===== config.mk =====
export PLATFORM = sky130hd
export DESIGN_NAME = rf_wb_arbiter
export DESIGN_NICKNAME = d
export VERILOG_FILES = /design/src/rtl/rf_wb_arbiter_pkg.sv /design/src/rtl/rf_wb_arbiter_fifo.sv /design/src/rtl/rf_wb_arbiter.sv
export SDC_FILE = /design/constraint.sdc
export NUM_CORES = 1
export LEC_CHECK = 0
export ABC_AREA = 1
export BUFFER_PORTS_ARGS = -buffer_cell sky130_fd_sc_hd__buf_2
export CAP_MARGIN = 10
export CORE_ASPECT_RATIO = 1.4
export CORE_MARGIN = 2
export CORE_UTILIZATION = 54
export DETAILED_ROUTE_END_ITERATION = 8
export PLACE_DENSITY = 0.83
export SETUP_SLACK_MARGIN = 0.4
export SLEW_MARGIN = 40
export SYNTH_ARGS = -nofsm -noshare
export SYNTH_HDL_FRONTEND = slang
export SYNTH_SLANG_ARGS = --single-unit

===== constraint.sdc =====
create_clock -name clk -period 8.6 [get_ports clk]
set_clock_uncertainty 0.1 [all_clocks]
set_input_delay 1.29 -clock clk [delete_from_list [all_inputs] [get_ports clk]]
set_output_delay 1.29 -clock clk [all_outputs]
set_load 0.02 [all_outputs]

===== src/rtl/rf_wb_arbiter_pkg.sv =====
// Shared types for the register-file write-back arbiter and its
// multi-cycle result FIFO.
package rf_wb_arbiter_pkg;

   localparam int REG_AW = 5;
   localparam int XLEN   = 32;

   typedef struct packed {
      logic [REG_AW-1:0] addr;
      logic [XLEN-1:0]   data;
      logic [XLEN-1:0]   pc;
      logic [XLEN-1:0]   instr;
   } wb_entry_t;

endpackage


===== src/rtl/rf_wb_arbiter_fifo.sv =====
// Small synchronous FIFO of write-back entries for multi-cycle results.
// Push is ignored when full, pop is ignored when empty.
module wb_fifo
   import rf_wb_arbiter_pkg::*;
#(
   parameter  int DEPTH = 2,
   localparam int PW    = $clog2(DEPTH),
   localparam int CW    = PW + 1
) (
   input  logic          clk,
   input  logic          reset,
   input  logic          push,
   input  wb_entry_t     din,
   input  logic          pop,
   output wb_entry_t     dout,
   output logic          full,
   output logic [CW-1:0] count
);

   wb_entry_t      mem_q [DEPTH];
   wb_entry_t      mem_d [DEPTH];
   logic [PW-1:0]  wr_ptr_q, wr_ptr_d;
   logic [PW-1:0]  rd_ptr_q, rd_ptr_d;
   logic [CW-1:0]  count_q, count_d;
   logic           push_ok, pop_ok;

   assign full  = (count_q == CW'(DEPTH));
   assign count = count_q;
   assign dout  = mem_q[rd_ptr_q];

   always_comb begin
      push_ok  = push && !full;
      pop_ok   = pop && (count_q != '0);
      mem_d    = mem_q;
      wr_ptr_d = wr_ptr_q;
      rd_ptr_d = rd_ptr_q;
      if (push_ok) begin
         mem_d[wr_ptr_q] = din;
         wr_ptr_d        = wr_ptr_q + PW'(1);
      end
      if (pop_ok) begin
         rd_ptr_d = rd_ptr_q + PW'(1);
      end
      count_d = count_q + CW'(push_ok) - CW'(pop_ok);
   end

   always_ff @(posedge clk or posedge reset) begin
      if (reset) begin
         mem_q    <= '{default: '0};
         wr_ptr_q <= '0;
         rd_ptr_q <= '0;
         count_q  <= '0;
      end else begin
         mem_q    <= mem_d;
         wr_ptr_q <= wr_ptr_d;
         rd_ptr_q <= rd_ptr_d;
         count_q  <= count_d;
      end
   end

endmodule


===== src/rtl/rf_wb_arbiter.sv =====
// RF write-port arbiter: W-stage has priority, multi-cycle results drain
// from a FIFO in the idle slots; a pending scoreboard feeds decode stall.
module rf_wb_arbiter
   import rf_wb_arbiter_pkg::*;
#(
   parameter int DEPTH = 2,
   parameter int NREG  = 32
) (
   input  logic              clk,
   input  logic              reset,
   input  logic              w_valid,
   input  logic [REG_AW-1:0] w_addr,
   input  logic [XLEN-1:0]   w_data,
   input  logic [XLEN-1:0]   w_pc,
   input  logic [XLEN-1:0]   w_instr,
   input  logic              iss_valid,
   input  logic [REG_AW-1:0] iss_addr,
   input  logic              mdu_valid,
   output logic              mdu_ready,
   input  logic [REG_AW-1:0] mdu_addr,
   input  logic [XLEN-1:0]   mdu_data,
   input  logic [XLEN-1:0]   mdu_pc,
   input  logic [XLEN-1:0]   mdu_instr,
   input  logic [REG_AW-1:0] rd_a1,
   input  logic [REG_AW-1:0] rd_a2,
   output logic              stall,
   output logic              rf_wr,
   output logic [REG_AW-1:0] rf_a3,
   output logic [XLEN-1:0]   rf_wd,
   output logic [XLEN-1:0]   rf_pc,
   output logic [XLEN-1:0]   rf_instr,
   output logic              hazard_err
);

   localparam int CW = $clog2(DEPTH) + 1;

   wb_entry_t       fifo_din, fifo_head;
   logic            fifo_push, fifo_pop, fifo_full;
   logic [CW-1:0]   fifo_cnt;
   logic            w_drive;
   logic [NREG-1:0] pend_q, pend_d;
   logic            hazard_err_q, hazard_err_d;

   wb_fifo #(.DEPTH(DEPTH)) u_fifo (
      .clk   (clk),
      .reset (reset),
      .push  (fifo_push),
      .din   (fifo_din),
      .pop   (fifo_pop),
      .dout  (fifo_head),
      .full  (fifo_full),
      .count (fifo_cnt)
   );

   // Address-0 writes from either source never reach the RF.
   always_comb begin
      mdu_ready = !reset && !fifo_full;
      w_drive   = !reset && w_valid && (w_addr != '0);
      fifo_pop  = !reset && !w_drive && (fifo_cnt != '0);
      fifo_push = mdu_valid && mdu_ready && (mdu_addr != '0);
      fifo_din  = '{addr: mdu_addr, data: mdu_data,
                    pc: mdu_pc, instr: mdu_instr};
      rf_wr     = 1'b0;
      rf_a3     = '0;
      rf_wd     = '0;
      rf_pc     = '0;
      rf_instr  = '0;
      if (w_drive) begin
         rf_wr    = 1'b1;
         rf_a3    = w_addr;
         rf_wd    = w_data;
         rf_pc    = w_pc;
         rf_instr = w_instr;
      end else if (fifo_pop) begin
         rf_wr    = 1'b1;
         rf_a3    = fifo_head.addr;
         rf_wd    = fifo_head.data;
         rf_pc    = fifo_head.pc;
         rf_instr = fifo_head.instr;
      end
   end

   // A new issue to the register being drained keeps it pending.
   always_comb begin
      pend_d = pend_q;
      if (fifo_pop) begin
         pend_d[fifo_head.addr] = 1'b0;
      end
      if (iss_valid && (iss_addr != '0)) begin
         pend_d[iss_addr] = 1'b1;
      end
      pend_d[0] = 1'b0;
      hazard_err_d = hazard_err_q || (w_drive && pend_q[w_addr]);
   end

   assign stall = ((rd_a1 != '0) && pend_q[rd_a1]) ||
                  ((rd_a2 != '0) && pend_q[rd_a2]);
   assign hazard_err = hazard_err_q;

   always_ff @(posedge clk or posedge reset) begin
      if (reset) begin
         pend_q       <= '0;
         hazard_err_q <= 1'b0;
      end else begin
         pend_q       <= pend_d;
         hazard_err_q <= hazard_err_d;
      end
   end

endmodule


==> results of run 1 <==
==> worst max-delay path, stage by stage <==
cell and delay (ps):
buf_2 310, inv_2 150, nand4_1 140, nand2_2 150, nand2_4 240, buf_6 550, a21oi_1 140, a21o_1 210
buf_2 160
==> final cells by class <==
type	count	area, um^2	area share, %
inverter	172	666	4.40
antenna	7	17.5	0.116
clock inverter	14	165	1.09
clock buffer	27	601	3.97
sequential	238	5960	39.4
multi-input combinational	1129	5570	36.8
tap	306	383	2.53
timing repair buffer	335	1770	11.7
==> report_power, final <==
group	leakage [nW]	switching, mW	internal (mW)
clock	0.373	0.434	0.595
combinational	5.28	1.25	0.695
sequential	2.95	0.380	1.64
total	8.60	2.07	2.93
==> per-layer routing <==
layer | vias up | global-route usage, % | part of all wire, %
met5 | - | 0 | 0.11
met4 | 6 | 12.1 | 3.9
met3 | 102 | 3.62 | 6.1
met2 | 495 | 49.8 | 51
met1 | 5559 | 35.6 | 39
li1 | 5808 | - | -
==> flip-flops by register name, summed over array words and instances, names as in the netlist <==
name / flops
u_fifo.wr_ptr_q: 1
u_fifo.mem_q: 202
u_fifo.rd_ptr_q: 1
u_fifo.count: 2
pend_q: 31
hazard_err: 1
==> synthesized netlist by cell type <==
library cell	n
nor3_1	2
a21oi_1	104
nand3b_1	1
xnor2_1	2
buf_6	20
dfrtp_1	238
o21ai_0	163
inv_2	3
xor2_1	1
a31oi_1	2
ha_1	2
a21oi_2	1
inv_1	169
o21ai_2	75
clkbuf_1	40
or2_2	4
buf_2	35
nand3_1	58
nand2_1	542
o211ai_1	10
nor2_1	23
a21o_1	96
o21ai_1	30
nand4_1	3
or2_1	2
buf_1	2
and2_1	1
nand2_2	2
o22ai_1	4
nor2_2	1
==> stage by stage <==
| step | area [um^2] | total power [mW] | utilization [%] | hold slack (ps) | setup slack, ps |
|---|---|---|---|---|---|
| after floorplan | 12700 | 3.37 | - | 345 | 679 |
| after global placement | 14300 | 3.88 | 61.4 | 361 | 3610 |
| after detailed placement | 14300 | 3.96 | 61.7 | 366 | 3770 |
| after CTS | 15100 | 5.00 | 65.0 | 382 | 3740 |
| after global routing | 15100 | 5.36 | 65.2 | 402 | 3600 |
| final | 15100 | 5.00 | 65.2 | 380 | 3740 |
==> final timing paths <==
check	cells after the start	to	slack [ps]
min in group asynchronous	2	u_fifo.mem_q[187]	850
worst max-delay path	9	rf_instr[1]	3740
worst max register to register	6	pend_q[16]	5520
max in group asynchronous	4	u_fifo.mem_q[102]	6500
worst min-delay path	2	u_fifo.mem_q[100]	380
worst min register to register	2	u_fifo.mem_q[100]	380
==> cell families (layout without fill, tap and decap cells) <==
kind of cell	Yosys count	in the layout	share of synthesized area [%]
other	0	7	0
and+or+nand+nor	639	639	19.8
buffers and inverters	269	548	9.47
adders and majority gates	2	2	0.197
AOI/OAI and AO/OA	485	485	23.5
DFF	238	238	46.9
xor gates and xnor gates	3	3	0.207
==> metrics.txt, run 1 <==
# TYPE chip_impl_metric gauge
chip_impl_metric{name="route.antenna.remaining_nets",unit=""} 0
chip_impl_metric{name="yosysSeqAreaShare",unit="%"} 46.9
chip_impl_metric{name="clock_pin_slew_of_the_registers_on_the_worst_case_setup_and_hold_paths",unit="ps"} 60
chip_impl_metric{name="clockBufferDepth",unit=""} 3
chip_impl_metric{name="globalRouteTotalUtil",unit="%"} 28.4
chip_impl_info{name="worstSetupPathType",value="in2out"} 1
chip_impl_metric{name="cts_resized",unit=""} 0
chip_impl_metric{name="netlist-cell-type-count",unit=""} 30
chip_impl_metric{name="ratio_of_cells_with_drive_above_1_in_the_final_layout",unit="%"} 24.2
chip_impl_metric{name="worst-endpoint-arrival",unit="ps"} 3470
chip_impl_metric{name="hpwl",unit="mm"} 24.8
chip_impl_metric{name="synth.net_count",unit=""} 1860
chip_impl_metric{name="via_count_of_the_first_global_routing_pass",unit=""} 11400
chip_impl_metric{name="drt_iter0_drc",unit=""} 870
chip_impl_metric{name="setup_viol",unit=""} 0
chip_impl_metric{name="irDropWorstVdd",unit="mV"} 0.232
chip_impl_metric{name="vias",unit=""} 12000
chip_impl_metric{name="timing_worst_slew_pin_value",unit="ps"} 762
chip_impl_info{name="cts_tree",value="done"} 1
chip_impl_metric{name="worstPathMaxFanout",unit=""} 87
chip_impl_info{name="synth.largest_area_cell",value="dfrtp_1"} 1
chip_impl_metric{name="wire_length_of_the_first_global_routing_pass",unit="mm"} 56.7
chip_impl_metric{name="period_needed",unit="ps"} 4860
chip_impl_metric{name="number_of_instances_in_the_synthesized_netlist",unit=""} 1636
chip_impl_info{name="end_kind",value="primary output"} 1
chip_impl_info{name="worst_setup_path_start_kind",value="input port"} 1
chip_impl_info{name="most-common-layout-cells",value="nand2_1, buf_2, dfrtp_1"} 1
chip_impl_metric{name="pin_count_of_the_biggest_net_entering_global_routing",unit=""} 155
chip_impl_metric{name="clk_latency",unit="ps"} 500
chip_impl_metric{name="start_util",unit="%"} 54.8
chip_impl_info{name="timing.hold.worst.class",value="reg2reg"} 1
chip_impl_metric{name="vias_per_inst",unit=""} 5.37
chip_impl_metric{name="fin_setup_tns",unit="ps"} 0
chip_impl_metric{name="powerDensity",unit="nW/um^2"} 331
chip_impl_info{name="status",value="finished, final reports clean"} 1
chip_impl_metric{name="cp_data_required_time",unit="ps"} 7210
chip_impl_metric{name="io_buffers",unit=""} 326
chip_impl_info{name="holdCritStartpoint",value="u_fifo.mem_q[100]"} 1
chip_impl_metric{name="die_width",unit="um"} 134
chip_impl_metric{name="post_cts_hold_buffer_count",unit=""} 0
chip_impl_info{name="root_buffer",value="clkbuf_16"} 1
chip_impl_metric{name="post_synth.cell_area_avg",unit="um^2"} 7.77
chip_impl_metric{name="die_height",unit="um"} 185
chip_impl_metric{name="finish.net_count",unit=""} 2123
chip_impl_metric{name="synth_top_cell_area_share",unit="%"} 46.9
chip_impl_metric{name="wl_per_cell",unit="um"} 16.0
chip_impl_metric{name="combined_area_of_all_synthesized_cells",unit="um^2"} 12700
chip_impl_metric{name="placed_cells",unit=""} 2179
chip_impl_metric{name="p_leak",unit="nW"} 8.60
chip_impl_metric{name="slew-limit-headroom",unit="%"} 48.7
chip_impl_metric{name="synth_warnings",unit=""} 0
chip_impl_info{name="synth.top_cells.by_area",value="dfrtp_1, nand2_1, o21ai_0"} 1
chip_impl_metric{name="total_of_fill_cells_in_the_finished_design",unit=""} 1975
chip_impl_metric{name="finalHoldViolations",unit=""} 0
chip_impl_metric{name="cts_buffers",unit=""} 23
chip_impl_info{name="rsz0062_at_grt",value="false"} 1
chip_impl_metric{name="final-instance-count-excl-fill",unit=""} 2228
chip_impl_info{name="worstSetupStartpoint",value="w_addr[0]"} 1
chip_impl_metric{name="post-cts-setup-buffers",unit=""} 0
chip_impl_metric{name="drt_pre_antenna_iters",unit=""} 5
chip_impl_metric{name="drv_slew",unit=""} 0
chip_impl_metric{name="die_area",unit="um^2"} 24800
chip_impl_metric{name="rows",unit=""} 66
chip_impl_metric{name="grt_overflow",unit=""} 0
chip_impl_metric{name="timing.fmax",unit="MHz"} 206
chip_impl_metric{name="gpl.final_weighted_congestion",unit=""} 0.961
chip_impl_metric{name="layout_worst_path_cycle_share",unit="%"} 56.5
chip_impl_metric{name="grt_antenna_before_repair",unit=""} 8
chip_impl_metric{name="drc",unit=""} 0
chip_impl_metric{name="timing.max_cap.violations",unit=""} 0
chip_impl_info{name="r2r-start",value="u_fifo.rd_ptr_q"} 1
chip_impl_metric{name="floorplan.core_area",unit="um^2"} 23200
chip_impl_metric{name="cts-htree-levels",unit=""} 1
chip_impl_metric{name="areaGrowthSynthToFinish",unit="%"} 19.1
chip_impl_metric{name="totalWireLength",unit="mm"} 35.7
chip_impl_metric{name="synth_seq_cells",unit=""} 238
chip_impl_metric{name="io-pin-count",unit=""} 327
chip_impl_metric{name="tritoncts_sinks",unit=""} 238
chip_impl_info{name="layout_commonest_cell",value="nand2_1"} 1
Power figures use the tool's default switching activity.
==> run 2, diff against run 1 <==
- ABC_AREA: 1 -> 0
- clock period: 8.6 -> 4.7 ns (I/O delays scaled with it)
==> metrics.txt, run 2 <==
# TYPE chip_impl_metric gauge
chip_impl_info{name="status",value="finished, final reports clean"} 1
chip_impl_metric{name="floorplan.core_area",unit="um^2"} 22600
chip_impl_metric{name="wire_length_of_the_first_global_routing_pass",unit="mm"} 47.7
chip_impl_metric{name="gpl.final_weighted_congestion",unit=""} 0.925
chip_impl_info{name="worst_path_max_delay_cell",value="o21a_4"} 1
chip_impl_metric{name="cts-htree-levels",unit=""} 1
chip_impl_metric{name="powerDensity",unit="nW/um^2"} 635
chip_impl_metric{name="timing.max_cap.violations",unit=""} 0
chip_impl_info{name="yosysMostFrequentCell",value="dfrtp_1"} 1
chip_impl_metric{name="p_int",unit="mW"} 6.28
chip_impl_metric{name="clockBufferDepth",unit=""} 3
chip_impl_metric{name="period_needed",unit="ps"} 3620
chip_impl_metric{name="clock_pin_slew_of_the_registers_on_the_worst_case_setup_and_hold_paths",unit="ps"} 70
chip_impl_info{name="rsz0062_at_grt",value="false"} 1
chip_impl_metric{name="postLayoutCoreUtil",unit="%"} 66.3
chip_impl_metric{name="power.combinational.fraction",unit="%"} 38.4
chip_impl_metric{name="worstPathMaxFanout",unit=""} 67
chip_impl_metric{name="combined_area_of_all_synthesized_cells",unit="um^2"} 12500
chip_impl_metric{name="finish.net_count",unit=""} 1549
chip_impl_metric{name="slew-limit-headroom",unit="%"} 45.8
chip_impl_metric{name="switchingPower",unit="mW"} 3.24
chip_impl_metric{name="vias",unit=""} 9116
chip_impl_metric{name="worst-endpoint-arrival",unit="ps"} 2820
chip_impl_metric{name="largest_reg_flops",unit=""} 202
chip_impl_metric{name="die_width",unit="um"} 133
chip_impl_info{name="root_buffer",value="clkbuf_16"} 1
chip_impl_metric{name="grt_antenna_before_repair",unit=""} 5
chip_impl_info{name="layout_commonest_cell",value="buf_2"} 1
chip_impl_info{name="synth.top_cells.by_area",value="dfrtp_1, mux2_4, mux2_2"} 1
chip_impl_metric{name="tritoncts_sinks",unit=""} 238
chip_impl_metric{name="pin_count_of_the_biggest_net_entering_global_routing",unit=""} 122
chip_impl_metric{name="power",unit="mW"} 9.52
chip_impl_metric{name="post_cts_hold_buffer_count",unit=""} 0
chip_impl_info{name="regMostFlops",value="u_fifo.mem_q"} 1
chip_impl_metric{name="drt_pre_antenna_iters",unit=""} 5
chip_impl_metric{name="route.antenna.remaining_nets",unit=""} 0
chip_impl_metric{name="drv_slew",unit=""} 0
chip_impl_metric{name="place_area",unit="um^2"} 14200
chip_impl_metric{name="fin_setup_tns",unit="ps"} 0
chip_impl_metric{name="timing_worst_slew_pin_value",unit="ps"} 813
chip_impl_metric{name="worst_path_largest_cell_delay",unit="ps"} 640
chip_impl_metric{name="clk_latency",unit="ps"} 500
chip_impl_info{name="most-common-layout-cells",value="buf_2, dfrtp_1, nand2_1"} 1
chip_impl_info{name="synth_top_flop_cell",value="dfrtp_1"} 1
chip_impl_metric{name="die_height",unit="um"} 184
chip_impl_info{name="timing.critical_path.cells",value="buf_2 > or4_1 > o21a_4 > buf_4 > nand2_1 > o21ai_0 > buf_2"} 1
chip_impl_metric{name="cp_data_required_time",unit="ps"} 3890
chip_impl_metric{name="synth_warnings",unit=""} 0
chip_impl_metric{name="drt_iter0_drc",unit=""} 510
chip_impl_info{name="synth.largest_area_cell",value="dfrtp_1"} 1
chip_impl_metric{name="io_buffers",unit=""} 326
chip_impl_info{name="worst_setup_path_start_kind",value="input port"} 1
chip_impl_metric{name="drc",unit=""} 0
chip_impl_metric{name="hpwl",unit="mm"} 20.9
chip_impl_metric{name="globalRouteTotalUtil",unit="%"} 24.3
chip_impl_metric{name="via_count_of_the_first_global_routing_pass",unit=""} 9288
chip_impl_metric{name="areaGrowthSynthToFinish",unit="%"} 20.1
chip_impl_metric{name="grt_overflow",unit=""} 0
chip_impl_metric{name="post_synth.cell_area_avg",unit="um^2"} 12.1
chip_impl_info{name="end_kind",value="primary output"} 1
chip_impl_info{name="critical_path.top_delay_family",value="buffers and inverters"} 1
chip_impl_metric{name="synth_enable_flop_cells",unit=""} 0
chip_impl_metric{name="synth_seq_cells",unit=""} 238
chip_impl_info{name="synth_top_cells_by_count",value="dfrtp_1, nand2_1, o21ai_0"} 1
chip_impl_metric{name="finalHoldViolations",unit=""} 0
chip_impl_info{name="cts_tree",value="done"} 1
chip_impl_metric{name="die_area",unit="um^2"} 24400
chip_impl_metric{name="vias_per_inst",unit=""} 5.53
chip_impl_info{name="worstSetupPathType",value="in2out"} 1
chip_impl_metric{name="netlist-cell-type-count",unit=""} 45
chip_impl_metric{name="synth_async_sr_flop_share",unit="%"} 100
chip_impl_metric{name="final-instance-count-excl-fill",unit=""} 1647
chip_impl_metric{name="io-pin-count",unit=""} 327
chip_impl_metric{name="cts_buffers",unit=""} 24
chip_impl_metric{name="rows",unit=""} 65
chip_impl_metric{name="number_of_instances_in_the_synthesized_netlist",unit=""} 1030
chip_impl_metric{name="switching_share",unit="%"} 34.0
chip_impl_metric{name="ratio_of_cells_with_drive_above_1_in_the_final_layout",unit="%"} 45.3
chip_impl_metric{name="sequentialPowerShare",unit="%"} 40.6
chip_impl_metric{name="synth.net_count",unit=""} 1254
chip_impl_metric{name="irDropWorstVdd",unit="mV"} 0.370
chip_impl_metric{name="start_util",unit="%"} 55.2
chip_impl_metric{name="layout_worst_path_cycle_share",unit="%"} 77.1
chip_impl_metric{name="timing.fmax",unit="MHz"} 276
chip_impl_metric{name="placed_cells",unit=""} 1600
chip_impl_metric{name="wl_per_cell",unit="um"} 18.4
chip_impl_metric{name="cts_resized",unit=""} 0
chip_impl_metric{name="totalWireLength",unit="mm"} 30.3
chip_impl_metric{name="p_leak",unit="nW"} 7.24
chip_impl_metric{name="postLayoutCellArea",unit="um^2"} 15000
chip_impl_metric{name="post-cts-setup-buffers",unit=""} 0
chip_impl_metric{name="yosysSeqAreaShare",unit="%"} 47.7
chip_impl_metric{name="pwr-share-clk",unit="%"} 21.0
chip_impl_info{name="cp_common_cell",value="buf_2"} 1
chip_impl_metric{name="cp.buffers_inverters",unit=""} 3
chip_impl_metric{name="synth_top_cell_area_share",unit="%"} 47.7
chip_impl_metric{name="setup_viol",unit=""} 0
chip_impl_info{name="timing.hold.worst.class",value="in2reg"} 1
==> run 2: changes by cell type in the layout (fill, tap and decap cells not counted), sizes merged, moves of 96 or more <==
cell,previous run,this run
mux2,0,207
o21ai,268,143
a21o,96,0
a21oi,105,2
inv,172,7
mux2i,0,113
nand2,544,163
==> run 2: area by class of cell <==
cell class	instances	area [um^2]
well taps	301	377
clock buffers	28	637
diodes	4	10.0
inverters	8	33.8
repair buffers	334	1750
flip-flops and latches	238	5960
multi-input cells	719	6040
fillers	1740	7610
clock inverters	15	181
==> run 2: cell families after synthesis <==
logic type                 synth area share (%)
buffers and inverters                      4.19
DFF                                        47.7
muxes                                      33.5
xor gates and xnor gates                  0.281
AOI/OAI and AO/OA                          6.81
adders and majority gates                 0.200
and+or+nand+nor                            7.34
==> run 2: final timing paths <==
kind                                  start                end  slack (ps)  cells past startpoint
max reg2reg                 u_fifo.rd_ptr_q          pend_q[9]        2100                      4
min in group asynchronous             reset  u_fifo.mem_q[132]         350                      3
max in group asynchronous             reset    u_fifo.rd_ptr_q        3610                      3
max                               w_addr[0]        rf_instr[3]        1080                      7
min                           mdu_instr[29]  u_fifo.mem_q[130]         340                      2
min reg2reg                u_fifo.mem_q[12]   u_fifo.mem_q[12]         400                      1
==> run 2: metal layers <==
metal,up-vias,routed length (um),track usage (%)
met5,-,13,0
met4,2,825,8.47
met3,61,1760,4.22
met2,332,15600,43.4
met1,4469,12100,29.7
li1,4252,-,-
==> run 2: per-stage QoR <==
stage | worst slack [ps] | hold WS (ps)
2_1_floorplan | 775 | 367
3_3_place_gp | 1020 | 385
3_5_place_dp | 957 | 392
4_1_cts | 958 | 313
5_1_grt | 897 | 321
6_report | 1080 | 340
==> run 2: power groups by stage <==
stage / clock network [mW] / registers [mW] / logic, mW
3_5_place_dp: 0 / 3.84 / 3.68
4_1_cts: 2.04 / 3.84 / 3.69
3_3_place_gp: 0 / 3.78 / 3.58
2_1_floorplan: 0 / 3.55 / 2.99
6_report: 2.00 / 3.87 / 3.66
5_1_grt: 2.12 / 3.98 / 3.95
==> run 2: worst reg2reg max path: cells and delay by family, from the launching register on <==
family	cells	cell delay [ps]
AO/OA/AOI/OAI	1	370
flip-flops	1	920
multiplexers	1	540
AND/OR/NAND/NOR	2	550
==> run 3, diff against run 2 <==
- clock period: 4.7 -> 3.4 ns (I/O delays scaled with it)
==> metrics.txt, run 3 (synthesis gave the netlist of run 2 again) <==
# TYPE chip_impl_metric gauge
chip_impl_info{name="status",value="finished, final reports clean"} 1
chip_impl_info{name="timing.hold.worst.class",value="in2async"} 1
chip_impl_metric{name="timing.critical_path.depth",unit=""} 7
chip_impl_metric{name="timing.fmax",unit="MHz"} 343
chip_impl_metric{name="switchingPower",unit="mW"} 4.60
chip_impl_metric{name="drv_slew",unit=""} 0
chip_impl_metric{name="wire_length_of_the_first_global_routing_pass",unit="mm"} 49.8
chip_impl_metric{name="finalHoldViolations",unit=""} 0
chip_impl_info{name="cp_common_cell",value="buf_2"} 1
chip_impl_metric{name="drt_iter0_drc",unit=""} 531
chip_impl_info{name="regMostFlops",value="u_fifo.mem_q"} 1
chip_impl_metric{name="vias_per_inst",unit=""} 5.67
chip_impl_info{name="worstReg2RegEnd",value="pend_q[30]"} 1
chip_impl_metric{name="grt_overflow",unit=""} 0
chip_impl_metric{name="timing_worst_slew_pin_value",unit="ps"} 777
chip_impl_metric{name="regToRegSetupSlack",unit="ps"} 1020
chip_impl_metric{name="pwr-share-clk",unit="%"} 22.0
chip_impl_metric{name="p_int",unit="mW"} 8.96
chip_impl_metric{name="period_needed",unit="ps"} 2910
chip_impl_metric{name="hpwl",unit="mm"} 21.9
chip_impl_metric{name="die_width",unit="um"} 133
chip_impl_metric{name="start_util",unit="%"} 55.2
chip_impl_info{name="layout_commonest_cell",value="buf_2"} 1
chip_impl_metric{name="irDropWorstVdd",unit="mV"} 0.586
chip_impl_metric{name="finish.net_count",unit=""} 1561
chip_impl_metric{name="p_leak",unit="nW"} 7.36
chip_impl_metric{name="largest_reg_flops",unit=""} 202
chip_impl_metric{name="route.antenna.remaining_nets",unit=""} 0
chip_impl_metric{name="wl_per_cell",unit="um"} 19.7
chip_impl_metric{name="cts_buffers",unit=""} 24
chip_impl_info{name="cts_tree",value="done"} 1
chip_impl_metric{name="reg2reg_depth",unit=""} 6
chip_impl_metric{name="areaGrowthSynthToFinish",unit="%"} 22.2
chip_impl_metric{name="cp.buffers_inverters",unit=""} 3
chip_impl_metric{name="tritoncts_sinks",unit=""} 238
chip_impl_metric{name="worst-endpoint-arrival",unit="ps"} 2300
chip_impl_info{name="critical_path.top_delay_family",value="simple AND/OR/NAND/NOR gates"} 1
chip_impl_metric{name="worst_path_largest_cell_delay",unit="ps"} 620
chip_impl_metric{name="cp_data_required_time",unit="ps"} 2790
chip_impl_metric{name="switching_share",unit="%"} 33.9
chip_impl_metric{name="via_count_of_the_first_global_routing_pass",unit=""} 9509
chip_impl_metric{name="final-instance-count-excl-fill",unit=""} 1657
chip_impl_info{name="end_kind",value="primary output"} 1
chip_impl_metric{name="cts-htree-levels",unit=""} 1
chip_impl_info{name="worstSetupStartpoint",value="w_addr[2]"} 1
chip_impl_metric{name="io_buffers",unit=""} 326
chip_impl_metric{name="worstPathMaxFanout",unit=""} 51
chip_impl_info{name="worst_setup_path_start_kind",value="input port"} 1
chip_impl_metric{name="slew-limit-headroom",unit="%"} 48.2
chip_impl_metric{name="grt_antenna_before_repair",unit=""} 2
chip_impl_metric{name="drt_pre_antenna_iters",unit=""} 5
chip_impl_metric{name="power",unit="mW"} 13.6
chip_impl_metric{name="gpl.final_weighted_congestion",unit=""} 0.946
chip_impl_info{name="worstSetupPathType",value="in2out"} 1
chip_impl_info{name="most-common-layout-cells",value="buf_2, dfrtp_1, nand2_1"} 1
chip_impl_metric{name="timing.max_cap.violations",unit=""} 0
chip_impl_metric{name="die_area",unit="um^2"} 24400
chip_impl_metric{name="die_height",unit="um"} 184
chip_impl_metric{name="drc",unit=""} 0
chip_impl_metric{name="regArea",unit="um^2"} 5960
chip_impl_info{name="rsz0062_at_grt",value="false"} 1
chip_impl_metric{name="vias",unit=""} 9397
chip_impl_metric{name="io-pin-count",unit=""} 327
chip_impl_metric{name="postLayoutCoreUtil",unit="%"} 67.5
chip_impl_metric{name="globalRouteTotalUtil",unit="%"} 25.6
chip_impl_metric{name="power.combinational.fraction",unit="%"} 38.8
chip_impl_metric{name="sequentialPowerShare",unit="%"} 39.2
chip_impl_metric{name="clockBufferDepth",unit=""} 3
chip_impl_metric{name="totalWireLength",unit="mm"} 32.7
chip_impl_metric{name="clk_latency",unit="ps"} 510
chip_impl_info{name="r2r-start",value="u_fifo.rd_ptr_q"} 1
chip_impl_metric{name="total_of_fill_cells_in_the_finished_design",unit=""} 1676
chip_impl_info{name="timing.critical_path.cells",value="buf_2 > or4_4 > o21ai_4 > nand2_4 > clkbuf_16 > o21ai_0 > buf_2"} 1
chip_impl_metric{name="ratio_of_cells_with_drive_above_1_in_the_final_layout",unit="%"} 46.0
chip_impl_metric{name="post_cts_hold_buffer_count",unit=""} 0
chip_impl_info{name="root_buffer",value="clkbuf_16"} 1
chip_impl_metric{name="rows",unit=""} 65
chip_impl_metric{name="floorplan.core_area",unit="um^2"} 22600
chip_impl_metric{name="pin_count_of_the_biggest_net_entering_global_routing",unit=""} 104
chip_impl_info{name="critPathCapture",value="rf_wd[4]"} 1
chip_impl_info{name="worst_path_max_delay_cell",value="or4_4"} 1
chip_impl_metric{name="placed_cells",unit=""} 1608
chip_impl_metric{name="fin_setup_tns",unit="ps"} 0
chip_impl_metric{name="layout_worst_path_cycle_share",unit="%"} 85.7
chip_impl_metric{name="multiInputGateArea",unit="um^2"} 6060
chip_impl_metric{name="setup_viol",unit=""} 0
chip_impl_metric{name="clock_pin_slew_of_the_registers_on_the_worst_case_setup_and_hold_paths",unit="ps"} 70
chip_impl_metric{name="powerDensity",unit="nW/um^2"} 888
==> run 3: per-stage QoR <==
step	instance area, um^2	setup slack, ps	hold WS (ps)
floorplan	12500	-330	367
global placement	14300	485	386
detailed placement	14300	412	394
CTS	15200	416	47.2
global route	15300	424	101
finish	15300	487	54.6
==> run 3: repair_timing <==
action / in CTS / in global routing
endpoints found under the setup margin: 23 / 52
gates cloned: 0 / 2
pin swaps: 0 / 1
setup buffers: 1 / 1
gates resized for setup: 1 / 13
==> run 3: metal layers <==
metal	vias up	routed length (um)	share of wire [%]	GRT usage, %
met3	85	1940	5.9	3.80
met1	4669	12600	39	30.7
met4	2	1170	3.6	9.76
met5	-	11	0.034	0
met2	370	16900	52	46.4
li1	4271	-	-	-
==> run 3: cell type report <==
| cell class | count | area share [%] |
|---|---|---|
| multi-input cells | 720 | 39.7 |
| inverters | 8 | 0.221 |
| flip-flops and latches | 238 | 39.0 |
| diodes | 1 | 0.0164 |
| clock buffers | 31 | 4.38 |
| clock inverters | 13 | 1.51 |
| well taps | 301 | 2.47 |
| repair buffers | 345 | 12.7 |
==> run 3: worst min path at each step <==
stage | start | slack (ps) | endpoint | depth (start not counted)
after global routing | reset | 100 | u_fifo.mem_q[87] | 2
final | reset | 50 | u_fifo.mem_q[70] | 2
after CTS | reset | 50 | u_fifo.mem_q[176] | 2
after detailed placement | u_fifo.mem_q[73] | 390 | u_fifo.mem_q[73] | 1
after global placement | u_fifo.mem_q[99] | 390 | u_fifo.mem_q[99] | 1
after floorplan | u_fifo.count[1] | 370 | u_fifo.count[1] | 1
==> run 3: power groups by stage <==
stage | Combinational, mW | Clock, mW | Sequential (mW)
floorplan | 4.13 | 0 | 4.90
global placement | 5.02 | 0 | 5.21
detailed placement | 5.15 | 0 | 5.31
CTS | 5.26 | 3.03 | 5.28
global route | 5.66 | 3.14 | 5.46
finish | 5.27 | 2.98 | 5.31
